--- config.mk ---
export PLATFORM = sky130hd
export DESIGN_NAME = temp_uart_report
export DESIGN_NICKNAME = d
export VERILOG_FILES = /design/src/rtl/temp_uart_report.sv
export SDC_FILE = /design/constraint.sdc
export NUM_CORES = 1
export LEC_CHECK = 0
export BUFFER_PORTS_ARGS = -buffer_cell sky130_fd_sc_hd__buf_2
export CAP_MARGIN = 20
export CORE_MARGIN = 8
export CORE_UTILIZATION = 55
export CTS_CLUSTER_DIAMETER = 40
export CTS_CLUSTER_SIZE = 30
export DETAILED_ROUTE_END_ITERATION = 6
export PLACE_DENSITY = 0.8
export SYNTH_ARGS = -nofsm -noshare
export SYNTH_HDL_FRONTEND = slang
export SYNTH_SLANG_ARGS = --single-unit
--- constraint.sdc ---
create_clock -name clk -period 2.7 [get_ports clk]
set_input_delay 0 -clock clk [delete_from_list [all_inputs] [get_ports clk]]
set_output_delay 0 -clock clk [all_outputs]
set_load 0.02 [all_outputs]
--- src/rtl/temp_uart_report.sv ---
`default_nettype none
// ============================================================================
// Module      : temp_uart_report
// Description : UART (8N1) report transmitter for the temperature monitor.
//               On start it snapshots the BCD temperature, BCD delta, both
//               signs and the monitor state code. It then sends them as one
//               ASCII line: "SVVV,SDDD,T\r\n".
//               Optional macro REPORT_CHECKSUM_EN inserts two uppercase hex
//               characters before CR LF. They hold the XOR of the first 11
//               bytes, which gives a 15-byte line.
// Revision    : 1.0 - initial release
// ============================================================================
module temp_uart_report #(
    parameter int CLK_HZ = 50000000,
    parameter int BAUD   = 115200
) (
    input  logic       clk,
    input  logic       rst,
    input  logic       start,
    input  logic       value_sign,
    input  logic [3:0] value_huns,
    input  logic [3:0] value_tens,
    input  logic [3:0] value_ones,
    input  logic       delta_sign,
    input  logic [3:0] delta_huns,
    input  logic [3:0] delta_tens,
    input  logic [3:0] delta_ones,
    input  logic [3:0] state,
    output logic       tx,
    output logic       busy,
    output logic       done
);

    localparam int DIV = CLK_HZ / BAUD;
    localparam int CW  = (DIV > 1) ? $clog2(DIV) : 1;
`ifdef REPORT_CHECKSUM_EN
    localparam int NBYTES = 15;
`else
    localparam int NBYTES = 13;
`endif

    localparam logic [CW-1:0] c_cnt_last  = CW'(DIV - 1);
    localparam logic [3:0]    c_last_byte = 4'(NBYTES - 1);
    localparam logic [7:0]    c_plus      = 8'h2B;
    localparam logic [7:0]    c_minus     = 8'h2D;
    localparam logic [7:0]    c_comma     = 8'h2C;
    localparam logic [7:0]    c_cr        = 8'h0D;
    localparam logic [7:0]    c_lf        = 8'h0A;

    typedef enum logic [1:0] {
        S_IDLE  = 2'd0,
        S_START = 2'd1,
        S_DATA  = 2'd2,
        S_STOP  = 2'd3
    } fsm_t;

    fsm_t          r_fsm;
    logic [CW-1:0] r_cnt;
    logic [3:0]    r_byte_idx;
    logic [2:0]    r_bit_idx;
    logic          r_tx;
    logic          r_busy;
    logic          r_done;

    // Snapshot of the report fields, frozen for the whole line
    logic          r_value_sign;
    logic [3:0]    r_value_huns;
    logic [3:0]    r_value_tens;
    logic [3:0]    r_value_ones;
    logic          r_delta_sign;
    logic [3:0]    r_delta_huns;
    logic [3:0]    r_delta_tens;
    logic [3:0]    r_delta_ones;
    logic [3:0]    r_state_code;

    logic [7:0]    w_byte;

    // BCD digit to ASCII; blank/negative display codes become '?'
    function automatic logic [7:0] digit_char(input logic [3:0] d);
        return (d <= 4'd9) ? (8'h30 + {4'h0, d}) : 8'h3F;
    endfunction

    // Nibble to uppercase hex ASCII (also used for the state character)
    function automatic logic [7:0] hex_char(input logic [3:0] d);
        return (d <= 4'd9) ? (8'h30 + {4'h0, d}) : (8'h37 + {4'h0, d});
    endfunction

`ifdef REPORT_CHECKSUM_EN
    logic [7:0] w_csum;

    // XOR of every character from the value sign through the state char
    always_comb begin
        w_csum = (r_value_sign ? c_minus : c_plus)
               ^ digit_char(r_value_huns) ^ digit_char(r_value_tens)
               ^ digit_char(r_value_ones) ^ c_comma
               ^ (r_delta_sign ? c_minus : c_plus)
               ^ digit_char(r_delta_huns) ^ digit_char(r_delta_tens)
               ^ digit_char(r_delta_ones) ^ c_comma
               ^ hex_char(r_state_code);
    end
`endif

    // Select the character for the byte currently being serialised
    always_comb begin
        w_byte = c_lf;
        case (r_byte_idx)
            4'd0:    w_byte = r_value_sign ? c_minus : c_plus;
            4'd1:    w_byte = digit_char(r_value_huns);
            4'd2:    w_byte = digit_char(r_value_tens);
            4'd3:    w_byte = digit_char(r_value_ones);
            4'd4:    w_byte = c_comma;
            4'd5:    w_byte = r_delta_sign ? c_minus : c_plus;
            4'd6:    w_byte = digit_char(r_delta_huns);
            4'd7:    w_byte = digit_char(r_delta_tens);
            4'd8:    w_byte = digit_char(r_delta_ones);
            4'd9:    w_byte = c_comma;
            4'd10:   w_byte = hex_char(r_state_code);
`ifdef REPORT_CHECKSUM_EN
            4'd11:   w_byte = hex_char(w_csum[7:4]);
            4'd12:   w_byte = hex_char(w_csum[3:0]);
            4'd13:   w_byte = c_cr;
`else
            4'd11:   w_byte = c_cr;
`endif
            default: w_byte = c_lf;
        endcase
    end

    // Line FSM. The baud counter restarts at every state change. tx is
    // registered from the current state, so the start bit appears one edge
    // after the accept edge.
    always_ff @(posedge clk or posedge rst) begin
        if (rst) begin
            r_fsm        <= S_IDLE;
            r_cnt        <= '0;
            r_byte_idx   <= 4'd0;
            r_bit_idx    <= 3'd0;
            r_tx         <= 1'b1;
            r_busy       <= 1'b0;
            r_done       <= 1'b0;
            r_value_sign <= 1'b0;
            r_value_huns <= 4'd0;
            r_value_tens <= 4'd0;
            r_value_ones <= 4'd0;
            r_delta_sign <= 1'b0;
            r_delta_huns <= 4'd0;
            r_delta_tens <= 4'd0;
            r_delta_ones <= 4'd0;
            r_state_code <= 4'd0;
        end else begin
            r_done <= 1'b0;
            case (r_fsm)
                S_IDLE: begin
                    r_tx  <= 1'b1;
                    r_cnt <= '0;
                    if (start) begin
                        r_value_sign <= value_sign;
                        r_value_huns <= value_huns;
                        r_value_tens <= value_tens;
                        r_value_ones <= value_ones;
                        r_delta_sign <= delta_sign;
                        r_delta_huns <= delta_huns;
                        r_delta_tens <= delta_tens;
                        r_delta_ones <= delta_ones;
                        r_state_code <= state;
                        r_busy       <= 1'b1;
                        r_byte_idx   <= 4'd0;
                        r_bit_idx    <= 3'd0;
                        r_fsm        <= S_START;
                    end
                end
                S_START: begin
                    r_tx <= 1'b0;
                    if (r_cnt == c_cnt_last) begin
                        r_cnt     <= '0;
                        r_bit_idx <= 3'd0;
                        r_fsm     <= S_DATA;
                    end else begin
                        r_cnt <= r_cnt + 1'b1;
                    end
                end
                S_DATA: begin
                    r_tx <= w_byte[r_bit_idx];
                    if (r_cnt == c_cnt_last) begin
                        r_cnt <= '0;
                        if (r_bit_idx == 3'd7) begin
                            r_fsm <= S_STOP;
                        end else begin
                            r_bit_idx <= r_bit_idx + 1'b1;
                        end
                    end else begin
                        r_cnt <= r_cnt + 1'b1;
                    end
                end
                S_STOP: begin
                    r_tx <= 1'b1;
                    if (r_cnt == c_cnt_last) begin
                        r_cnt <= '0;
                        if (r_byte_idx == c_last_byte) begin
                            r_byte_idx <= 4'd0;
                            r_busy     <= 1'b0;
                            r_done     <= 1'b1;
                            r_fsm      <= S_IDLE;
                        end else begin
                            r_byte_idx <= r_byte_idx + 1'b1;
                            r_fsm      <= S_START;
                        end
                    end else begin
                        r_cnt <= r_cnt + 1'b1;
                    end
                end
                default: begin
                    r_tx  <= 1'b1;
                    r_fsm <= S_IDLE;
                end
            endcase
        end
    end

    assign tx   = r_tx;
    assign busy = r_busy;
    assign done = r_done;

endmodule
`default_nettype wire
==> impl_summary.txt, run 1 <==
----------------------------------------------------
[Status]
  Result of the run ... finished, final reports clean

[Floorplanning]
  Standard-cell row count ... 27
  Width of the chip ... 90.3 µm
  Initial standard-cell utilization of the core ... 56.1%
  I/O pins ... 36
  Height of the die ... around 90 µm
  Floorplan die area ... between 0.008 and 0.009 mm²
  Floorplan Core Area ... 0.00541 mm²

[Yosys]
  Post-Syn Nets ... 352
  Synthesized flop and latch total ... 51
  Netlist Area Pre-Place ... 0.00303 mm²
  Post-synthesis cell type with the largest combined area ... dfrtp_1
  Flip-flop cell with the highest count after synthesis ... dfrtp_1
  Total of warnings raised by yosys ... 0
  Share of flip-flops with an asynchronous set or reset ... 100%
  Number of distinct library cells after synthesis ... 59
  Gate count of the mapped netlist ... 305
  Avg Synthesized Cell Area ... 9.94 µm²
  Fraction of post-synthesis cell area in the top cell type by area ... 41.3%
  Number of enable-type register cells in the synthesized netlist ... 0
  Top cells by area in the synthesized netlist ... dfrtp_1, mux2_2, ha_1
  Proportion of synthesized chip area in sequential cells ... 42.1%

[Min path]
  Path class of the lowest-slack min-delay path ... in -> reg

[Placed design]
  Dpl cell area ... approximately 0.0032 mm²
  HPWL after detailed placement ... 4.86 mm
  Number of port buffers ... 35
  Final RePlAce weighted congestion ... ~0.9

[STA]
  Max-slew violation count ... 0
  Endpoints failing hold ... 0
  Setup TNS ... 0 ps
  Peak clock frequency supported by timing ... roughly 0.44 GHz
  Setup skew after layout ... between 10 and 15 ps
  Setup-violating endpoint count in the final report ... 0
  Crit share post-route ... 83.2%
  Tightest Pin Transition ... 629 ps
  Setup repair after global routing missed its margin ... no
  Worst Hold Margin ... roughly 260 ps
  Worst rel slew slack ... roughly 58%
  Final critical delay including setup and external delays ... 2250 ps

[CTS]
  Cts-stage hold buffer count ... 31
  Cell at the root of the clock tree ... clkbuf_8
  Resized Gates After CTS ... 0
  Max Buffers Root-to-Sink ... 2
  Post CTS Setup Buffer Count ... 0
  Clock Sinks ... 51
  Clock insertion delay at the later pin of the skew report ... 310 ps
  Clock H-tree levels ... 2
  Post-CTS clock slew at the launch and capture registers of the worst setup and hold paths ... 90 ps
  TritonCTS clock tree ... done
  Inserted Clock Buffers ... 5

[Cells and area]
  Area delta synth->final ... 20.0%
  # nets final ... 414
  Fin area ... 0.00364 mm²
  Total inserted antenna cells ... 0
  Ratio of cells with drive above 1 in the final layout ... 24.2%

[GRT]
  Remaining Overflow, GRT ... 0
  First-pass GRT wire length ... 12.1 mm
  Largest net degree at the start of global routing ... 52
  Overall Global Routing Usage ... 17.9%
  Vias in the first global route ... ~2600
  Antenna violations before repair ... 0

[Critical path]
  Cell at the slowest stage of the critical path ... or4_1
  Largest stage delay on the critical path ... 520 ps
  Top Family by Delay on Critical Path ... compound AO/OA/AOI/OAI gates
  Setup Crit Path Kind ... reg -> reg
  Buf/Inv on CP ... 2
  Max Fanout on Critical Path ... 10
  Required time of the critical path ... 2930 ps
  Data arrival time of the critical path ... 2480 ps
  Sequence of cells on the critical path ... inv_1, ha_1, inv_1, o22ai_1, o211a_1, or4_1, o211ai_1, o211ai_1
  Startpoint Class ... flop
  Crit end category ... flop

[Drt]
  Final routed wire length divided by cell count ... 15.8 µm
  Count of antenna-violating nets left after detailed routing ... 0
  Total Wirelength ... between 6 and 7 mm
  Number of design-rule violations left by the first detailed-router iteration ... 177
  DR vias ... 2478
  DRC violations left ... 0
  First-pass detailed-route iteration total ... 5
  Avg Vias per Cell ... between 5 and 6

[Power]
  Leakage ... between 0.0015 and 0.002 µW
  Power per cell area ... 351 mW/mm²
  Max IR drop VDD ... roughly 0.00025 V

[Flow run]
  Number of maximum-capacitance violations ... 0

----------------------------------------------------
[power by group]
| group | internal (µW) | switching, µW | total (µW) |
|---|---|---|---|
| Sequential | 763 | 0 | 763 |
| Combinational | 49.8 | 27.7 | 77.5 |
| Clock | 182 | 256 | 437 |
[path summary, 6_finish.rpt]
kind | startpoint | endpoint | slack [ps] | cells past startpoint
worst max-delay path | r_byte_idx[0] | tx | 450 | 8
worst min register to register | r_delta_ones[0] | r_delta_ones[0] | 520 | 1
worst max register to register | r_byte_idx[0] | tx | 450 | 8
min in group asynchronous | rst | r_cnt[1] | 310 | 3
worst min-delay path | start | r_byte_idx[0] | 260 | 4
max in group asynchronous | rst | r_delta_ones[3] | 1860 | 4
[state kept, by name, summed over array words and instances (netlist names)]
| name | flops |
|---|---|
| r_cnt | 9 |
| r_byte_idx | 4 |
| r_delta_huns | 4 |
| r_delta_ones | 4 |
| r_delta_tens | 4 |
| r_state_code | 4 |
| r_value_huns | 4 |
| r_value_ones | 4 |
| r_value_tens | 4 |
| r_bit_idx | 3 |
| r_fsm | 2 |
| busy | 1 |
| done | 1 |
| r_delta_sign | 1 |
| r_value_sign | 1 |
| tx | 1 |
[cell usage after synthesis, drive strengths merged, types with 3 or more instances]
| master | number |
|---|---|
| inv | 21 |
| a211oi | 4 |
| o22ai | 4 |
| nor2 | 27 |
| mux2 | 33 |
| nand3 | 10 |
| nor3 | 6 |
| nand2b | 3 |
| a21oi | 13 |
| a31oi | 3 |
| or2 | 3 |
| nand2 | 19 |
| dfrtp | 50 |
| o31ai | 4 |
| ha | 14 |
| nor4 | 3 |
| o21ai | 24 |
| buf | 6 |
| clkbuf | 8 |
| o211ai | 4 |
| xnor2 | 6 |
| o21a | 4 |
[placed cells by master, fill, tap and decap left out, types with 2 or more instances in the layout]
cell,instances
nor2_1,27
o21ai_0,24
o211ai_1,4
nor3_1,6
or2_2,2
a211oi_1,4
nand2_1,19
nand2b_1,3
inv_1,20
nor2b_1,2
o31ai_1,3
buf_2,35
dfrtp_1,50
xnor2_1,6
nand4_1,2
o22ai_1,4
o2111ai_1,2
buf_4,2
xor2_1,2
nor4_1,2
mux2_2,33
a31oi_1,3
clkbuf_8,5
a21oi_1,13
o21a_1,4
ha_1,14
nand3_1,10
dlygate4sd3_1,31
mux2i_1,2
[layout make-up]
type                    instances  area [µm²]
clock buffers                   6        72.6
clock inverters                 2        12.5
fillers                       442        1760
inverters                      21        78.8
multi-input cells             219        1580
flip-flops and latches         51        1280
well taps                      72        90.1
repair buffers                 69         528
[routing by layer]
metal	vias up	global-route usage [%]	wire, µm
met5	-	0	0
met4	0	7.35	138
li1	1215	-	-
met3	11	4.24	416
met1	1175	22.6	3020
met2	77	28.8	3370
[worst reg2reg max path, delay by kind of cell, from the launching register on]
| kind | cells | cell delay [ps] |
|---|---|---|
| adder cells (fa/ha/maj) | 1 | 350 |
| AO/OA/AOI/OAI | 4 | 560 |
| AND/OR/NAND/NOR | 1 | 520 |
| flip-flops | 1 | 460 |
| buffers and inverters | 2 | 290 |
[kinds of logic (layout without fill, tap and decap cells)]
| kind of cell | Yosys count | in the layout | synth area share, % |
|---|---|---|---|
| mux | 35 | 35 | 12.9 |
| flops | 51 | 51 | 42.1 |
| buf+inv | 35 | 98 | 5.73 |
| fa+ha+maj | 14 | 14 | 5.78 |
| xor+xnor | 8 | 8 | 2.31 |
| simple gates | 84 | 84 | 14.0 |
| compound gates | 78 | 78 | 17.2 |
[metrics by stage]
step                      utilization [%]  total power (µW)  instances  worst slack [ps]
final                                67.4              1280        440               453
after global routing                 67.4              1330        440               334
after CTS                            66.9              1290        439               482
after detailed placement             59.5               816        400               500
after global placement               59.5               816        400               605
after floorplan                         -               790        305               729
(Power assumes the default switching activity.)
==> inputs of run 2 (changes only) <==
--- a/config.mk
+++ b/config.mk
@@ -5,6 +5,7 @@
 export SDC_FILE = /design/constraint.sdc
 export NUM_CORES = 1
 export LEC_CHECK = 0
+export ABC_AREA = 1
 export BUFFER_PORTS_ARGS = -buffer_cell sky130_fd_sc_hd__buf_2
 export CAP_MARGIN = 20
 export CORE_MARGIN = 8
==> constraint.sdc (replaced) <==
create_clock -name clk -period 2.1 [get_ports clk]
set_input_delay 0 -clock clk [delete_from_list [all_inputs] [get_ports clk]]
set_output_delay 0 -clock clk [all_outputs]
set_load 0.02 [all_outputs]
==> impl_summary.txt, run 2 <==
----------------------------------------------------
[STA]
  Worst rel slew slack ... 61.7%
  Worst Hold Margin ... 249 ps
  Setup TNS ... 0 ps
  Setup-violating endpoint count in the final report ... 0
  Setup repair after global routing missed its margin ... no
  Tightest Pin Transition ... between 500 and 600 ps
  Setup skew after layout ... between 10 and 15 ps
  Final critical delay including setup and external delays ... 1830 ps
  Max-slew violation count ... 0
  Peak clock frequency supported by timing ... 0.547 GHz
  Crit share post-route ... 87.1%
  Endpoints failing hold ... 0

[Yosys]
  Avg Synthesized Cell Area ... 7.48 µm²
  Top cells by area in the synthesized netlist ... dfrtp_1, nand2_1, inv_1
  Most instantiated cells after synthesis ... nand2_1, inv_1, nor2_1, dfrtp_1, a21oi_1
  Post-synthesis cell type with the largest combined area ... dfrtp_1
  Total of warnings raised by yosys ... 0
  Number of distinct library cells after synthesis ... 34
  Post-Syn Nets ... 443
  Library cell with the highest instance count after synthesis ... nand2_1
  Flip-flop cell with the highest count after synthesis ... dfrtp_1
  Proportion of synthesized chip area in sequential cells ... 43.1%
  Netlist Area Pre-Place ... about 0.0030 mm²
  Fraction of post-synthesis cell area in the top cell type by area ... between 40% and 50%
  Share of flip-flops with an asynchronous set or reset ... 100%
  Number of enable-type register cells in the synthesized netlist ... 0
  Gate count of the mapped netlist ... roughly 400
  Synthesized flop and latch total ... between 50 and 60

[CTS]
  Clock insertion delay at the later pin of the skew report ... around 300 ps
  Clock H-tree levels ... 2
  TritonCTS clock tree ... done
  Cell at the root of the clock tree ... clkbuf_8
  Clock Sinks ... 51
  Post-CTS clock slew at the launch and capture registers of the worst setup and hold paths ... 90 ps
  Max Buffers Root-to-Sink ... 2
  Post CTS Setup Buffer Count ... 0
  Inserted Clock Buffers ... 5

[Floorplanning]
  Initial standard-cell utilization of the core ... 57.6%
  Height of the die ... between 80 and 90 µm
  Floorplan Core Area ... 0.00514 mm²
  Standard-cell row count ... 26
  I/O pins ... 36
  Width of the chip ... 89.4 µm
  Floorplan die area ... approximately 0.0080 mm²

[Critical path]
  Startpoint Class ... flop
  Number of cells on the worst reg-to-reg path ... 14
  Crit end category ... flop
  Setup Crit Path Kind ... reg -> reg
  Max Fanout on Critical Path ... 5
  Data arrival time of the critical path ... 2060 ps
  Required time of the critical path ... 2330 ps

[Power]
  Net switching component of the power ... around 360 µW
  Proportion of power drawn by the clock network ... around a third
  Internal power component ... around 1400 µW
  Max IR drop VDD ... 0.000365 V
  Leakage ... 0.00195 µW
  Fraction of power spent switching nets ... a little over a fifth
  Share of power burned in registers ... between 50 and 60%
  Fraction of power consumed by combinational cells ... 7.1%
  Power per cell area ... 470 mW/mm²

[Cells and area]
  Largest register FFs ... 9
  Area delta synth->final ... 23.4%
  Non-filler instance count after layout ... 538
  Post-layout utilization of the core ... between 70% and 80%
  Largest register by flop count ... r_cnt
  Total inserted antenna cells ... 0
  # nets final ... 514
  Highest-count cells in the layout ignoring fill and taps ... nand2_1, inv_1, nor2_1
  Ratio of cells with drive above 1 in the final layout ... 15.0%
  Commonest non-fill, non-tap cell in the layout ... nand2_1

[Drt]
  Final routed wire length divided by cell count ... between 10 and 15 µm
  Total Wirelength ... 7.02 mm
  Top Layer Used ... met4
  First-pass detailed-route iteration total ... 5
  DR vias ... 2825
  DRC violations left ... 0
  Detailed route wirelength on metal2 ... 3.42 mm
  Avg Vias per Cell ... 5.25
  Metal3 WL ... 385 µm
  Count of antenna-violating nets left after detailed routing ... 0
  Number of design-rule violations left by the first detailed-router iteration ... between 200 and 250
  Detailed-route wire length on metal 1 ... 3.08 mm

[Min path]
  Hold Path Depth ... 3
  Path class of the lowest-slack min-delay path ... in -> reg

[GRT]
  Largest net degree at the start of global routing ... 30
  Vias in the first global route ... approximately 2800
  Remaining Overflow, GRT ... 0
  Antenna violations before repair ... 0
  Overall Global Routing Usage ... around a fifth
  First-pass GRT wire length ... 12.0 mm

[Placed design]
  Placed cells ... 499
  HPWL after detailed placement ... 5.12 mm
  Number of port buffers ... 35
  Final RePlAce weighted congestion ... 0.919

[Status]
  Result of the run ... finished, final reports clean

[Flow run]
  Number of maximum-capacitance violations ... 0

----------------------------------------------------
## run 2: changes by cell type after synthesis, sizes merged, moves of 5 or more
cell / before / now
nand3: 10 / 30
xnor2: 6 / 1
inv: 21 / 63
nand2: 19 / 76
mux2: 33 / 2
nor2: 27 / 64
a21oi: 13 / 39
## run 2: layout make-up
type	count	area, µm²
inverter	63	236
fill	410	1490
multi-input combinational	275	1420
timing repair buffer	71	536
sequential	51	1280
clock buffer	8	100
tap	70	87.6
## run 2: path summary, 6_finish.rpt
path / from / end / slack, ps
worst max-delay path: r_byte_idx[0] / tx / 270
worst min-delay path: start / busy / 250
worst max register to register: r_byte_idx[0] / tx / 270
worst min register to register: busy / busy / 500
max in group asynchronous: rst / tx / 1130
min in group asynchronous: rst / r_delta_huns[2] / 300
## run 2: stage by stage
stage | area (µm²) | worst slack, ps | power [µW]
4_1_cts | 3650 | 202 | 1730
2_1_floorplan | 2960 | 472 | 1040
6_report | 3650 | 271 | 1720
3_5_place_dp | 3240 | 234 | 1090
3_3_place_gp | 3240 | 286 | 1080
5_1_grt | 3650 | 64.3 | 1780
## run 2: cells by family (layout without fill, tap and decap cells)
| kind of cell | count (synthesis) | count (layout) | share of synthesized area (%) |
|---|---|---|---|
| buffers and inverters | 70 | 142 | 9.13 |
| flip-flops | 51 | 51 | 43.1 |
| XOR/XNOR | 2 | 2 | 0.592 |
| AO/OA/AOI/OAI | 73 | 73 | 13.3 |
| adder cells (fa/ha/maj) | 14 | 14 | 5.91 |
| multiplexers | 2 | 2 | 0.760 |
| AND/OR/NAND/NOR | 184 | 184 | 27.2 |
## run 2: repair_timing
action	CTS	global route
endpoints found under the setup margin	0	1
endpoints found under the hold margin	57	0
gates resized for setup	0	1
hold buffers	31	0
## run 2: worst max-delay path: stages (launching register included)
cell and delay, ps:
dfrtp_1 420, inv_1 130, ha_1 260, inv_1 80, nor2_1 190, nand2_1 80, nand2_1 70, nor2_1 50
nand3_1 70, nand2_1 50, nand2_1 50, nand2_1 40, nand3_1 70, nand2_1 60, a21oi_2 140
## run 2: power by group through the flow
stage,combinational [µW],clock [µW],sequential (µW)
6_report,122,604,990
5_1_grt,136,658,991
4_1_cts,121,620,990
3_5_place_dp,77.1,0,1010
3_3_place_gp,75.1,0,1010
2_1_floorplan,32.3,0,1010
## run 2: per-layer routing
layer  up-vias  GRT usage (%)
met5         -              0
met4         0           5.74
met3        16           4.41
met2        95           30.8
met1      1312           24.3
li1       1402              -
==> inputs of run 3 (changes only) <==
--- a/config.mk
+++ b/config.mk
@@ -5,7 +5,6 @@
 export SDC_FILE = /design/constraint.sdc
 export NUM_CORES = 1
 export LEC_CHECK = 0
-export ABC_AREA = 1
 export BUFFER_PORTS_ARGS = -buffer_cell sky130_fd_sc_hd__buf_2
 export CAP_MARGIN = 20
 export CORE_MARGIN = 8
@@ -13,6 +12,7 @@
 export CTS_CLUSTER_DIAMETER = 40
 export CTS_CLUSTER_SIZE = 30
 export DETAILED_ROUTE_END_ITERATION = 6
+export MAX_ROUTING_LAYER = met4
 export PLACE_DENSITY = 0.8
 export SYNTH_ARGS = -nofsm -noshare
 export SYNTH_HDL_FRONTEND = slang
==> impl_summary.txt, run 3 (synthesis results as in run 1) <==
----------------------------------------------------
[Status]
  Result of the run ... finished, final reports clean

[Min path]
  Startpoint of the tightest hold check path ... start
  Path class of the lowest-slack min-delay path ... in -> reg
  Hold Path Depth ... 4

[Critical path]
  Cell mode on critical path ... o211ai_1
  Critical path launch point ... r_byte_idx[0]
  Startpoint of the most critical register-to-register path ... r_byte_idx[0]
  Crit end category ... flop
  Max Fanout on Critical Path ... 7
  Largest stage delay on the critical path ... ~500 ps
  Setup Crit Path Kind ... reg -> reg
  Required time of the critical path ... 2330 ps
  Number of cells on the worst reg-to-reg path ... 7
  Startpoint Class ... flop
  Cell at the slowest stage of the critical path ... or4_1
  Data arrival time of the critical path ... 2210 ps
  Sequence of cells on the critical path ... ha_1, inv_1, o22ai_1, o211a_1, or4_1, o211ai_1, o211ai_1

[Placed design]
  HPWL after detailed placement ... 5.18 mm
  Final RePlAce weighted congestion ... 0.937
  Number of port buffers ... 35
  Pre-CTS setup slack ... 124 ps
  Placed cells ... 415

[GRT]
  Vias in the first global route ... 2730
  First-pass GRT wire length ... 12.7 mm
  Antenna violations before repair ... 0
  Largest net degree at the start of global routing ... 32
  Overall Global Routing Usage ... 19.2%
  Remaining Overflow, GRT ... 0

[Power]
  Power per cell area ... 464 mW/mm²
  Leakage ... 0.00175 µW
  Max IR drop VDD ... 0.000423 V

[STA]
  Worst Hold Margin ... around 250 ps
  Setup repair after global routing missed its margin ... no
  Final worst-path setup slack ... 122 ps
  Setup TNS ... 0 ps
  Max-slew violation count ... 0
  Peak clock frequency supported by timing ... 0.505 GHz
  Setup skew after layout ... 2.28 ps
  Tightest Pin Transition ... 554 ps
  Worst rel slew slack ... roughly 63%
  Setup-violating endpoint count in the final report ... 0
  Endpoints failing hold ... 0
  Final critical delay including setup and external delays ... between 1500 and 2000 ps
  Crit share post-route ... 94.2%

[Floorplanning]
  Height of the die ... 90.3 µm
  Initial standard-cell utilization of the core ... 56.1%
  Floorplan Core Area ... roughly 0.0054 mm²
  Floorplan die area ... 0.00815 mm²
  I/O pins ... 36
  Standard-cell row count ... 27
  Width of the chip ... 90.3 µm

[Cells and area]
  Non-filler instance count after layout ... 453
  # nets final ... 428
  Ratio of cells with drive above 1 in the final layout ... between 20% and 30%
  Count of filler cells inserted in the layout ... 417
  Largest register FFs ... 9
  Post-layout utilization of the core ... around 70%
  Highest-count cells in the layout ignoring fill and taps ... dfrtp_1, buf_2, mux2_2
  Largest register by flop count ... r_cnt
  Area delta synth->final ... 24.1%
  Total inserted antenna cells ... 0
  Commonest non-fill, non-tap cell in the layout ... dfrtp_1

[Drt]
  Total Wirelength ... 7.31 mm
  Avg Vias per Cell ... 5.64
  Final routed wire length divided by cell count ... 16.1 µm
  Count of antenna-violating nets left after detailed routing ... 0
  First-pass detailed-route iteration total ... 4
  DR vias ... 2555
  DRC violations left ... 0
  Number of design-rule violations left by the first detailed-router iteration ... 172

[CTS]
  Clock H-tree levels ... 2
  Clock insertion delay at the later pin of the skew report ... 300 ps
  Max Buffers Root-to-Sink ... 2
  Post-CTS clock slew at the launch and capture registers of the worst setup and hold paths ... 90 ps
  Inserted Clock Buffers ... 5
  Clock Sinks ... roughly 50
  TritonCTS clock tree ... done
  Post CTS Setup Buffer Count ... 0
  Cell at the root of the clock tree ... clkbuf_8

[Flow run]
  Number of maximum-capacitance violations ... 0

----------------------------------------------------
run 3: cell type report:
type,instances,area [µm²],share of cell area (%)
clock buffer,5,68.8,1.83
clock inverter,2,37.5,0.998
inverter,21,78.8,2.10
multi-input combinational,219,1580,42.0
sequential,51,1280,34.0
tap,72,90.1,2.39
timing repair buffer,83,626,16.6
run 3: through the flow:
| step | power (µW) | instance area, µm² |
|---|---|---|
| 6_report | 1750 | 3760 |
| 4_1_cts | 1770 | 3760 |
| 2_1_floorplan | 1020 | 3030 |
| 3_3_place_gp | 1050 | 3340 |
| 3_5_place_dp | 1050 | 3340 |
| 5_1_grt | 1800 | 3760 |
run 3: metal layers:
metal	vias up	GRT usage (%)	share of wire (%)
li1	1238	-	-
met1	1226	22.5	44
met2	80	32.3	49
met3	11	4.07	6.2
met4	0	6.10	1.1
met5	-	-	0
run 3: final timing paths:
| path | endpoint | slack, ps |
|---|---|---|
| hold / removal | busy | 250 |
| setup / recovery | tx | 120 |
| min in group asynchronous | r_delta_sign | 290 |
| setup reg to reg | tx | 120 |
| hold reg to reg | r_value_ones[0] | 510 |
| max in group asynchronous | tx | 1140 |
run 3: critical path: cells and delay by family, from the launching register on:
kind            cells  cell delay [ps]
simple gates        1              510
flops               1              460
fa+ha+maj           1              300
compound gates      4              510
buf+inv             1              110
run 3: report_power, final:
group / total [µW] / internal (µW) / switching (µW) / leakage [µW]
combinational: 98.2 / 61.4 / 36.8 / 0.00102
clock: 666 / 348 / 318 / 0.0000502
sequential: 981 / 981 / 0 / 0.000682
total: 1750 / 1390 / 354 / 0.00175
run 3: what timing repair did:
action | 4_1_cts | 5_1_grt
endpoints found under the hold margin | 55 | 0
hold buffers | 31 | 0
endpoints found under the setup margin | 0 | 1
resized for setup | 0 | 2
